## config.mk

```make
export PLATFORM = sky130hd
export DESIGN_NAME = mem_copy_dma_flat
export DESIGN_NICKNAME = d
export VERILOG_FILES = /design/src/rtl/mem_copy_dma_if.sv /design/src/rtl/mem_copy_dma.sv /design/src/flat_wrapper.sv
export SDC_FILE = /design/constraint.sdc
export NUM_CORES = 1
export LEC_CHECK = 0
export ABC_AREA = 1
export BUFFER_PORTS_ARGS = -buffer_cell sky130_fd_sc_hd__buf_2
export CAP_MARGIN = 30
export CELL_PAD_IN_SITES_DETAIL_PLACEMENT = 0
export CELL_PAD_IN_SITES_GLOBAL_PLACEMENT = 2
export CORE_ASPECT_RATIO = 1.25
export CORE_MARGIN = 10
export CORE_UTILIZATION = 30
export DETAILED_ROUTE_END_ITERATION = 8
export HOLD_SLACK_MARGIN = 0.05
export PLACE_DENSITY_LB_ADDON = 0.1
export SYNTH_ARGS = -nofsm -noshare
export SYNTH_HDL_FRONTEND = slang
export SYNTH_SLANG_ARGS = --single-unit
```

## constraint.sdc

```tcl
create_clock -name clk -period 6.55 [get_ports clk]
set_clock_uncertainty 0.2 [all_clocks]
set_input_delay 0.9825 -clock clk [delete_from_list [all_inputs] [get_ports clk]]
set_output_delay 0.9825 -clock clk [all_outputs]
set_load 0.03 [all_outputs]
```

## src/rtl/mem_copy_dma_if.sv

```systemverilog
`default_nettype none
// +----------------------------------------------------------------------------+
// | Module   : mem_copy_dma_if                                                  |
// | Purpose  : Bundles the copy-request handshake and the data-memory bus of    |
// |            mem_copy_dma into one interface.                                 |
// | Signals  : start/src_addr/dst_addr/len_words  request from the host         |
// |            busy/done/error                    status back to the host       |
// |            Addr/write_data/mem_read/mem_write access to data memory         |
// |            data_in                            combinational read data       |
// | Modports : master - the DMA engine; slave - host plus memory side           |
// | Revision : 1.0 - initial release                                            |
// +----------------------------------------------------------------------------+
interface mem_copy_dma_if;
  logic        start;
  logic [31:0] src_addr;
  logic [31:0] dst_addr;
  logic [15:0] len_words;
  logic        busy;
  logic        done;
  logic        error;
  logic [31:0] Addr;
  logic [31:0] write_data;
  logic [31:0] data_in;
  logic        mem_read;
  logic        mem_write;

  modport master (
    input  start, src_addr, dst_addr, len_words, data_in,
    output busy, done, error, Addr, write_data, mem_read, mem_write
  );

  modport slave (
    output start, src_addr, dst_addr, len_words, data_in,
    input  busy, done, error, Addr, write_data, mem_read, mem_write
  );
endinterface
`default_nettype wire

```

## src/rtl/mem_copy_dma.sv

```systemverilog
`default_nettype none
// +----------------------------------------------------------------------------+
// | Module   : mem_copy_dma                                                     |
// | Purpose  : Word-by-word memory-to-memory copy engine. A request is checked  |
// |            for alignment and range, then each word is read in one cycle     |
// |            and written in the next, in ascending address order.             |
// | Ports    : clk  - clock, rising edge                                        |
// |            rst  - asynchronous active-high reset                            |
// |            bus  - mem_copy_dma_if.master (request, status, memory bus)      |
// | Revision : 1.0 - initial release                                            |
// +----------------------------------------------------------------------------+
module mem_copy_dma #(
  parameter int unsigned MEM_BYTES = 1024
) (
  input  logic           clk,
  input  logic           rst,
  mem_copy_dma_if.master bus
);

  typedef enum logic [2:0] {
    IDLE  = 3'd0,
    READ  = 3'd1,
    WRITE = 3'd2,
    DONE  = 3'd3,
    ERR   = 3'd4
  } state_t;

  localparam logic [33:0] c_mem_bytes = 34'(MEM_BYTES);

  state_t      r_state;
  state_t      w_state_nxt;
  logic [31:0] r_src;
  logic [31:0] w_src_nxt;
  logic [31:0] r_dst;
  logic [31:0] w_dst_nxt;
  logic [15:0] r_remaining;
  logic [15:0] w_remaining_nxt;
  logic [31:0] r_buffer;
  logic [31:0] w_buffer_nxt;

  logic        w_busy;
  logic        w_done;
  logic        w_error;
  logic        w_mem_read;
  logic        w_mem_write;
  logic [31:0] w_addr;
  logic [31:0] w_write_data;

  // End addresses are formed 34 bits wide so a request near the top of the
  // 32-bit space cannot wrap around and slip past the range check.
  logic [33:0] w_src_end;
  logic [33:0] w_dst_end;
  logic        w_reject;
  logic [15:0] w_remaining_dec;

  assign w_src_end = {2'b00, bus.src_addr} + {16'd0, bus.len_words, 2'b00};
  assign w_dst_end = {2'b00, bus.dst_addr} + {16'd0, bus.len_words, 2'b00};
  assign w_reject  = (bus.src_addr[1:0] != 2'b00) ||
                     (bus.dst_addr[1:0] != 2'b00) ||
                     (w_src_end > c_mem_bytes)    ||
                     (w_dst_end > c_mem_bytes);

  assign w_remaining_dec = r_remaining - 16'd1;

  always_ff @(posedge clk or posedge rst) begin
    if (rst) begin
      r_state     <= IDLE;
      r_src       <= 32'd0;
      r_dst       <= 32'd0;
      r_remaining <= 16'd0;
      r_buffer    <= 32'd0;
    end else begin
      r_state     <= w_state_nxt;
      r_src       <= w_src_nxt;
      r_dst       <= w_dst_nxt;
      r_remaining <= w_remaining_nxt;
      r_buffer    <= w_buffer_nxt;
    end
  end

  always_comb begin
    w_state_nxt     = r_state;
    w_src_nxt       = r_src;
    w_dst_nxt       = r_dst;
    w_remaining_nxt = r_remaining;
    w_buffer_nxt    = r_buffer;
    w_busy          = 1'b1;
    w_done          = 1'b0;
    w_error         = 1'b0;
    w_mem_read      = 1'b0;
    w_mem_write     = 1'b0;
    w_addr          = 32'd0;
    w_write_data    = 32'd0;

    case (r_state)
      IDLE: begin
        w_busy = 1'b0;
        // Operands are only captured here, so a start pulse during a copy
        // cannot disturb the transfer already in flight.
        if (bus.start) begin
          w_src_nxt       = bus.src_addr;
          w_dst_nxt       = bus.dst_addr;
          w_remaining_nxt = bus.len_words;
          if (w_reject) begin
            w_state_nxt = ERR;
          end else if (bus.len_words == 16'd0) begin
            w_state_nxt = DONE;
          end else begin
            w_state_nxt = READ;
          end
        end
      end

      READ: begin
        w_mem_read   = 1'b1;
        w_addr       = r_src;
        w_buffer_nxt = bus.data_in;
        w_state_nxt  = WRITE;
      end

      WRITE: begin
        w_mem_write     = 1'b1;
        w_addr          = r_dst;
        w_write_data    = r_buffer;
        w_src_nxt       = r_src + 32'd4;
        w_dst_nxt       = r_dst + 32'd4;
        w_remaining_nxt = w_remaining_dec;
        w_state_nxt     = (w_remaining_dec != 16'd0) ? READ : DONE;
      end

      DONE: begin
        w_done      = 1'b1;
        w_state_nxt = IDLE;
      end

      ERR: begin
        w_error     = 1'b1;
        w_state_nxt = IDLE;
      end

      default: begin
        w_busy      = 1'b0;
        w_state_nxt = IDLE;
      end
    endcase
  end

  // Outputs are masked by rst so that the memory sees no write strobe from
  // the moment reset rises, independent of when the state register clears.
  assign bus.busy       = w_busy       & ~rst;
  assign bus.done       = w_done       & ~rst;
  assign bus.error      = w_error      & ~rst;
  assign bus.mem_read   = w_mem_read   & ~rst;
  assign bus.mem_write  = w_mem_write  & ~rst;
  assign bus.Addr       = rst ? 32'd0 : w_addr;
  assign bus.write_data = rst ? 32'd0 : w_write_data;

endmodule
`default_nettype wire

```

## src/flat_wrapper.sv

```systemverilog
// flat-port wrapper written by rule: the top's interface ports become plain ports
module mem_copy_dma_flat 
#(
  parameter int unsigned MEM_BYTES = 1024
)
  (clk, rst, bus_start, bus_src_addr, bus_dst_addr, bus_len_words, bus_data_in, bus_busy, bus_done, bus_error, bus_Addr, bus_write_data, bus_mem_read, bus_mem_write);
  mem_copy_dma_if bus_i ();
  input  logic clk;
  input  logic rst;
  input wire logic [$bits(bus_i.start)-1:0] bus_start;
  input wire logic [$bits(bus_i.src_addr)-1:0] bus_src_addr;
  input wire logic [$bits(bus_i.dst_addr)-1:0] bus_dst_addr;
  input wire logic [$bits(bus_i.len_words)-1:0] bus_len_words;
  input wire logic [$bits(bus_i.data_in)-1:0] bus_data_in;
  output wire logic [$bits(bus_i.busy)-1:0] bus_busy;
  output wire logic [$bits(bus_i.done)-1:0] bus_done;
  output wire logic [$bits(bus_i.error)-1:0] bus_error;
  output wire logic [$bits(bus_i.Addr)-1:0] bus_Addr;
  output wire logic [$bits(bus_i.write_data)-1:0] bus_write_data;
  output wire logic [$bits(bus_i.mem_read)-1:0] bus_mem_read;
  output wire logic [$bits(bus_i.mem_write)-1:0] bus_mem_write;
  assign bus_i.start = bus_start;
  assign bus_i.src_addr = bus_src_addr;
  assign bus_i.dst_addr = bus_dst_addr;
  assign bus_i.len_words = bus_len_words;
  assign bus_i.data_in = bus_data_in;
  assign bus_busy = bus_i.busy;
  assign bus_done = bus_i.done;
  assign bus_error = bus_i.error;
  assign bus_Addr = bus_i.Addr;
  assign bus_write_data = bus_i.write_data;
  assign bus_mem_read = bus_i.mem_read;
  assign bus_mem_write = bus_i.mem_write;
  mem_copy_dma #(.MEM_BYTES(MEM_BYTES)) u_core (.clk(clk), .rst(rst), .bus(bus_i));
endmodule
```

==> run summary, run 1 <==
Status = complete, no violations
Asr flop ratio synth = 100.0%
Hold crit path type = reg2reg
IO Count = 184
Synth warn = 0
Mean post-synth cell area = 6.138 um2
Tot Pwr = 3.674 mW
Clock sinks = 115
Iteration-0 DRC count of the detailed router = 815
Layout Nets = 2,018
Worst EP arrival = 2880 ps
Die H = 228.3 um
Worst path max stage delay = 630 ps
Initial core utilization = 30.26%
Final hold viol count = 0
Dominant synthesized flop cell = dfrtp_1
Most frequent cells in the layout = nand2_1, inv_1, buf_2
Hold_buf cts = 0
Max H-tree Level = 4
Synth cell types = 48
GRT Total Usage = 20.24%
Vias in the first global route = 11,670
CP most frequent cell = buf_4
# fillers = 3,962
Via count = 11,670
Final ANT Viol Nets = 0
Critical path's top delay family = buffers and inverters
Clk buf depth = 2
Worst EP required = 5370 ps
Startpoint Class = register
Final period utilization = 62.09%
PwrDens = 295.1 nW/um2
Initial antenna violation count = 0
Synth area leaders = dfrtp_1, nand2_1, inv_1
Commonest non-fill, non-tap cell in the layout = nand2_1
Cell depth of the worst flop-to-flop path = 9
Die ar. = 42,620 um2
Number of CTS-inserted buffers = 17
Worst Path Buf+Inv = 3
Fmax = 245.9 MHz
DR WL/cell = 18.66 um
HPWL Detailed = 35,010 um
Critical-path top delay cell = buf_4
FP Rows = 76
Routability cong. = 0.8727
CP Depth = 6
First-pass GRT wire length = 67,590 um
Crit path kind = reg2out
Syn-to-layout area delta = 19.52%
Fraction of layout cells with a size suffix above 1 = 14.75%
Normalized max-slew margin = 48.01%
Total gr overflow = 0
Core Region = 34,420 um2
Sequential area share after synthesis = 27.63%
Synth Instances = 1,697
Synth Cell Area = 10,420 um2
Post_cts resized = 0
Peak VDD IR = 133.7 uV
Critical-path cell list = nor3_2 -> buf_4 -> buf_4 -> nand2_1 -> o22ai_1 -> buf_2
Post-route minimum period = 4067 ps
Worst slew pin tran = 772.8 ps
Crit end category = output port
Reg clk slew, reported paths = 60 ps
Die Width = 186.7 um
Number of synthesized flops with an enable pin = 0
Setup Buffers After CTS = 0
Unrepaired setup endpoints after global routing = false
Antenna Cells = 0
Post-Syn Nets = 1,850
Worst Hold Depth = 2
CP Max Fanout = 53
Max-cap violation count = 0
Largest net degree at the start of global routing = 67
Root Buffer = clkbuf_16
CTS tree = done
Pre-CTS setup slack = 2580 ps
Top-area cell type share of the netlist area = 27.63%
IO buf count = 183
Drt via density = 4.974
Clk Latency, worst-skew pair = 440 ps
WL final = 43,790 um
Final setup violating endpoints = 0
Max-slew violations = 0
P_leak = 6.535 nW
DR pass1 iterations = 7
DR DRC count = 0
Setup TNS = 0 ps
Yosys reg bits = 115
Yosys top cell by area = dfrtp_1
Post-route setup slack = 2483 ps
-- per-layer routing --
metal | wire length (um) | track usage, %
met1 | 19750 | 25.69
met2 | 21410 | 34.56
met3 | 1835 | 3.510
met4 | 793 | 5.452
met5 | 0 | 0
-- through the flow --
step / cells / util, % / cell area [um2] / hold WS [ps]
2_1_floorplan: 1697 / - / 10420 / 242.2
3_3_place_gp: 2312 / 34.37 / 11830 / 253.6
3_5_place_dp: 2313 / 34.45 / 11860 / 258.5
4_1_cts: 2345 / 36.09 / 12420 / 274.9
5_1_grt: 2346 / 36.17 / 12450 / 294.2
6_report: 2346 / 36.17 / 12450 / 269.0
-- registers in the layout (all words and copies together) (netlist names) --
register,count
u_core.r_src,32
u_core.r_state,3
u_core.r_dst,32
u_core.r_remaining,16
u_core.r_buffer,32
-- synth_stat cells (all sizes together), types with 4 or more instances --
cell and number:
o21ai 95, nor2 188, and2 4, inv 281
nand4 33, a32oi 5, dfrtp 115, a31oi 10
nor4 14, nand3 105, o211ai 7, nor3 45
clkbuf 35, nand3b 10, xnor2 8, xor2 30
nand2 530, o22ai 33, a221oi 4, o221ai 22
a21oi 45, ha 36, a311oi 6, buf 13
-- final timing paths --
kind / startpoint / end / slack (ps)
max in group asynchronous: rst / u_core.r_buffer[28]$_DFFE_PP0N_ / 4520
max reg2reg: u_core.r_state[2]$_DFFE_PP0P_ / u_core.r_dst[26]$_DFFE_PP0P_ / 3000
min in group asynchronous: rst / u_core.r_dst[6]$_DFFE_PP0P_ / 630
min: u_core.r_buffer[19]$_DFFE_PP0N_ / u_core.r_buffer[19]$_DFFE_PP0N_ / 270
min reg2reg: u_core.r_buffer[19]$_DFFE_PP0N_ / u_core.r_buffer[19]$_DFFE_PP0N_ / 270
max: u_core.r_state[2]$_DFFE_PP0P_ / bus_Addr[8] / 2480
-- worst register-to-register path: cells and delay by family (launching register included) --
kind / cells / cell delay (ps)
flip-flops: 1 / 440
AO/OA/AOI/OAI: 3 / 440
buffers and inverters: 4 / 1990
AND/OR/NAND/NOR: 2 / 350
-- power by group --
| part | leakage (nW) | switching, mW | internal [mW] |
|---|---|---|---|
| Clock | 0.269 | 0.420 | 0.500 |
| Combinational | 4.97 | 1.06 | 0.467 |
| Sequential | 1.30 | 0.247 | 0.984 |
| Total | 6.53 | 1.72 | 1.95 |
-- cell families after synthesis --
| group | share of synthesized area [%] |
|---|---|
| AND/OR/NAND/NOR | 38.45 |
| flip-flops | 27.63 |
| AO/OA/AOI/OAI | 13.98 |
| buffers and inverters | 12.04 |
| XOR/XNOR | 3.195 |
| adder cells (fa/ha/maj) | 4.709 |
-- area by class of cell --
type | count | area, um2 | area share [%]
Inverter | 283 | 1065 | 8.553
Multi-Input combinational cell | 1251 | 6297 | 50.58
Tap cell | 468 | 585.6 | 4.704
Sequential cell | 115 | 2878 | 23.12
Timing Repair Buffer | 197 | 1061 | 8.523
Clock buffer | 17 | 425.4 | 3.417
Clock inverter | 15 | 137.6 | 1.106
(Power assumes the default switching activity.)
==> inputs of run 2 (changes only) <==
clock period = 4 ns   (was 6.55 ns; I/O delays follow)
==> run summary, run 2 (synthesis gave the netlist of run 1 again) <==
DR pass1 iterations = 7 (unchanged)
HPWL Detailed = 35,780 um (+2.2%)
Worst EP arrival = 2520 ps (-360 ps)
Vias in the first global route = 11,740 (+0.58%)
Reg clk slew, reported paths = 60 ps (about the same)
Fmax = 300.9 MHz
Normalized max-slew margin = 47.25% (-0.76 points)
IO Count = 184 (unchanged)
Layout Nets = 2,022 (+0.20%)
PwrDens = 488.1 nW/um2 (+65%)
Root Buffer = clkbuf_16
Max-cap violation count = 0 (unchanged)
Finished Cell Area = 12,480 um2 (+0.23%)
Multi-input logic area = 6297 um2 (unchanged)
Routability cong. = 0.8738 (+0.13%)
Core Region = 34,420 um2 (unchanged)
Final hold viol count = 0 (unchanged)
Max-slew violations = 0 (unchanged)
Unrepaired setup endpoints after global routing = false
Die H = 228.3 um (unchanged)
CP Max Fanout = 55 (+3.8%)
Total gr overflow = 0 (unchanged)
Drt via density = 4.949 (-0.50%)
Crit path kind = reg2out
Crit end category = output port
IO buf count = 183 (unchanged)
Worst path max stage delay = 620 ps (about the same)
Most frequent cells in the layout = nand2_1, inv_1, buf_2
Worst slew pin tran = 784.0 ps (+11.28 ps)
Critical-path cell list = nor3_2 -> buf_4 -> nand2_1 -> o22ai_1 -> buf_2
First-pass GRT wire length = 69,060 um (+2.2%)
Fraction of layout cells with a size suffix above 1 = 14.88% (+0.13 points)
Hold crit path type = in2reg
Critical-path top delay cell = buf_4
Clock sinks = 115 (unchanged)
Syn-to-layout area delta = 19.80%
GRT Total Usage = 20.91% (+0.67 points)
Iteration-0 DRC count of the detailed router = 766 (-6.0%)
P_leak = 6.554 nW (+0.29%)
Worst EP required = 3200 ps (-2170 ps)
Number of CTS-inserted buffers = 17 (unchanged)
Commonest non-fill, non-tap cell in the layout = nand2_1
Via count = 11,640 (-0.29%)
Initial core utilization = 30.26% (unchanged)
Post_cts resized = 0 (unchanged)
Clk Latency, worst-skew pair = 460 ps (+20 ps)
Setup Buffers After CTS = 0 (unchanged)
Die ar. = 42,620 um2 (unchanged)
FP Rows = 76 (unchanged)
DR WL/cell = 19.09 um (+2.3%)
Hold_buf cts = 0 (unchanged)
Post-DP Area = 11,900 um2 (+0.36%)
Peak VDD IR = 312.5 uV (+130%)
Critical path's top delay family = buffers and inverters
WL final = 44,880 um (+2.5%)
Top Registers = u_core.r_buffer (32), u_core.r_dst (32), u_core.r_src (32)
Final period utilization = 83.07%
Setup TNS = 0 ps (unchanged)
# fillers = 4,019 (+1.4%)
Status = complete, no violations
Final setup violating endpoints = 0 (unchanged)
Final ANT Viol Nets = 0 (unchanged)
CTS tree = done
Post-route minimum period = 3323 ps
Largest net degree at the start of global routing = 76 (+13%)
Max H-tree Level = 4 (unchanged)
DR DRC count = 0 (unchanged)
Clk buf depth = 2 (unchanged)
Reg area = 2878 um2 (unchanged)
Die Width = 186.7 um (unchanged)
Worst Path Buf+Inv = 2 (-1)
Startpoint Class = register
Initial antenna violation count = 2 (+2)
[run 2: changes by cell type in the layout (fill, tap and decap cells not counted)]
| cell | before | now |
|---|---|---|
| buf_16 | 2 | 0 |
| diode_2 | 0 | 1 |
| buf_12 | 0 | 2 |
| inv_8 | 4 | 2 |
| bufinv_16 | 0 | 1 |
| clkinv_4 | 3 | 2 |
| clkbuf_1 | 0 | 1 |
| inv_6 | 5 | 6 |
| buf_4 | 12 | 16 |
[run 2: routing by layer]
layer	vias up	GRT usage, %	share of wire, %
met4	2	6.209	2.0
met3	45	3.159	4.5
met5	-	0	0.016
met2	251	35.13	48
li1	5851	-	-
met1	5487	27.07	46
[run 2: final timing paths]
kind	endpoint	cells after the start	slack [ps]	from
setup reg to reg	u_core.r_state[1]$_DFFE_PP0P_	10	1100	u_core.r_state[2]$_DFFE_PP0P_
max in group asynchronous	u_core.r_src[2]$_DFFE_PP0P_	3	2200	rst
setup / recovery	bus_Addr[8]	5	680	u_core.r_state[2]$_DFFE_PP0P_
min in group asynchronous	u_core.r_dst[23]$_DFFE_PP0P_	2	340	rst
hold / removal	u_core.r_buffer[27]$_DFFE_PP0N_	3	140	bus_data_in[27]
hold reg to reg	u_core.r_buffer[19]$_DFFE_PP0N_	2	270	u_core.r_buffer[19]$_DFFE_PP0N_
[run 2: where the power goes]
group,leakage (nW),switching [mW],internal (mW)
logic,4.98,1.74,0.790
clock network,0.273,0.678,0.874
registers,1.30,0.402,1.61
total,6.55,2.82,3.27
[run 2: area by class of cell]
class	count	share of cell area, %
multi-input cells	1251	50.47
clock inverters	14	1.163
repair buffers	201	8.623
well taps	468	4.693
flip-flops and latches	115	23.06
diodes	1	0.02005
clock buffers	18	3.439
inverters	283	8.533
[run 2: worst reg2reg max path: cells and delay by family (launching register included)]
family	cells	cell delay, ps
buf+inv	2	670
flops	1	440
compound gates	1	150
simple gates	7	1360
[run 2: per-stage QoR]
step	utilization, %	hold slack, ps	cells	worst slack [ps]	total power [mW]
CTS	36.24	122.0	2350	611.0	6.127
detailed placement	34.57	258.7	2318	484.7	4.541
global placement	34.57	253.5	2318	503.4	4.534
global route	36.25	143.1	2351	505.9	6.577
finish	36.25	140.4	2351	677.0	6.091
floorplan	-	242.2	1697	424.0	3.662
==> inputs of run 3 (changes only) <==
CORE_UTILIZATION = 27   (was 30)
clock period = 2.9 ns   (was 4 ns; I/O delays follow)
==> run summary, run 3 (synthesis gave the netlist of run 1 again) <==
Status = complete, no violations
First-pass GRT wire length = 71,530 um (+3.6%)
GR Util met2 = 34.43% (-0.71 points)
Clk Latency, worst-skew pair = 450 ps (about the same)
Min-Delay Startpoint = bus_start
R2R Setup Slk = 190 ps (-910 ps)
Via count = 12,130 (+4.2%)
Worst EP arrival = 2200 ps (-320 ps)
Reg clk slew, reported paths = 70 ps (about the same)
CTS tree = done
IO Count = 184 (unchanged)
Startpoint Class = register
Clk buf depth = 2 (unchanged)
CP Max Fanout = 21 (-62%)
HPWL Detailed = 37,760 um (+5.5%)
Hold crit path type = in2reg
Max-cap violation count = 0 (unchanged)
Final hold viol count = 0 (unchanged)
Critical-path top delay cell = dfrtp_1
IO buf count = 183 (unchanged)
Syn-to-layout area delta = 35.20%
Cell depth of the worst flop-to-flop path = 13 (+3)
Layout Nets = 2,182 (+7.9%)
Fraction of layout cells with a size suffix above 1 = 21.74% (+6.9 points)
Commonest non-fill, non-tap cell in the layout = nand2_1
Critical-path cell list = inv_2 -> nor3_4 -> inv_4 -> buf_6 -> nor2_2 -> nand2_1 -> o21ai_1 -> buf_2
DR DRC count = 0 (unchanged)
Fmax = 353.2 MHz
Grt peak-use layer = met2
Crit path kind = reg2out
Core Util, Final = 36.93% (+0.68 points)
Worst slew pin tran = 685.1 ps (-98.97 ps)
Core Region = 38,140 um2 (+11%)
Tot Pwr = 8.751 mW (+44%)
Critical path's top delay family = buffers and inverters
Total gr overflow = 0 (unchanged)
Crit end category = output port
Most frequent cells in the layout = nand2_1, inv_1, buf_2
Number of CTS-inserted buffers = 17 (unchanged)
GRT Total Usage = 19.78% (-1.1 points)
Drt via density = 4.785 (-3.3%)
Launching point of the worst reg2reg path = u_core.r_state[1]$_DFFE_PP0P_
Peak VDD IR = 524.0 uV (+68%)
WL final = 47,160 um (+5.1%)
Post-route minimum period = 2831 ps
Die ar. = 46,880 um2 (+10%)
Max-slew violations = 0 (unchanged)
Finished Cell Area = 14,080 um2 (+13%)
Worst path max stage delay = 430 ps (-190 ps)
Worst EP required = 2270 ps (-930 ps)
Routability cong. = 0.8499 (-2.7%)
Met3 Use GR = 3.077% (-0.082 points)
Clock sinks = 115 (unchanged)
Final ANT Viol Nets = 0 (unchanged)
Setup TNS = 0 ps (unchanged)
Largest net degree at the start of global routing = 51 (-33%)
Die H = 239.6 um (+4.9%)
FP Rows = 80 (+5.3%)
Unrepaired setup endpoints after global routing = true
Final period utilization = 97.62%
CP Depth = 8 (+3)
Worst Path Buf+Inv = 4 (+2)
Reg-to-Reg End = u_core.r_remaining[5]$_DFFE_PP0P_
Normalized max-slew margin = 54.33% (+7.1 points)
Initial core utilization = 27.31% (-2.9 points)
Antenna Cells = 0 (-1)
Vias in the first global route = 12,530 (+6.7%)
Worst Hold Depth = 3 (unchanged)
Top Registers = u_core.r_buffer (32), u_core.r_dst (32), u_core.r_src (32)
P_leak = 7.345 nW (+12%)
DR pass1 iterations = 5 (-2)
Die Width = 195.7 um (+4.8%)
Root Buffer = clkbuf_16
GR Util met1 = 24.57% (-2.5 points)
Iteration-0 DRC count of the detailed router = 721 (-5.9%)
Hold EP = u_core.r_state[1]$_DFFE_PP0P_
DR WL/cell = 18.61 um (-2.5%)
Post-DP Area = 12,870 um2 (+8.2%)
Final setup violating endpoints = 0 (unchanged)
PwrDens = 621.4 nW/um2 (+27%)
Initial antenna violation count = 0 (-2)
Max H-tree Level = 4 (unchanged)
## run 3: cell type report
cell class	instances	area, um2
Clock inverter	14	146.4
Tap cell	492	615.6
Sequential cell	115	2879
Inverter	283	1077
Clock buffer	18	429.2
Fill cell	4298	24050
Timing Repair Buffer	361	2482
Multi-Input combinational cell	1251	6452
## run 3: per-layer routing
metal,up-vias,wire length [um]
li1,6160,-
met1,5729,21560
met2,208,23430
met3,29,1451
met4,0,721
met5,-,0
## run 3: worst max path at each step
stage / startpoint / to / slack (ps)
finish: u_core.r_state[1]$_DFFE_PP0P_ / bus_Addr[26] / 70
global route: u_core.r_state[1]$_DFFE_PP0P_ / bus_Addr[26] / -20
CTS: u_core.r_state[2]$_DFFE_PP0P_ / bus_Addr[21] / 4
detailed placement: bus_dst_addr[2] / u_core.r_state[0]$_DFFE_PP0P_ / -400
global placement: bus_dst_addr[2] / u_core.r_state[1]$_DFFE_PP0P_ / -370
floorplan: u_core.r_state[2]$_DFFE_PP0P_ / bus_Addr[21] / 70
## run 3: timing repair
action / CTS / global route
setup buffers: 1 / 3
hold buffers: 35 / 0
gates cloned: 0 / 1
gates resized for setup: 16 / 57
setup endpoints to repair: 36 / 40
hold endpoints to repair: 57 / 0
pin swaps: 0 / 4
## run 3: stage by stage
stage	hold slack (ps)	setup slack, ps	std cells
3_3_place_gp	253.2	-373.0	2462
6_report	78.65	68.95	2534
5_1_grt	78.20	-17.22	2534
3_5_place_dp	258.5	-397.5	2462
2_1_floorplan	242.2	65.17	1697
4_1_cts	58.28	3.845	2530
## run 3: power breakdown
part,leakage (nW),switching (mW),internal (mW)
registers,1.30,0.556,2.22
logic,5.77,2.50,1.32
clock network,0.276,0.945,1.21
total,7.35,4.00,4.75
## run 3: worst min-delay path, delay by kind of cell
| kind | cells | cell delay [ps] |
|---|---|---|
| AOI/OAI and AO/OA | 1 | 110 |
| and+or+nand+nor | 1 | 60 |
| buffers and inverters | 1 | 80 |
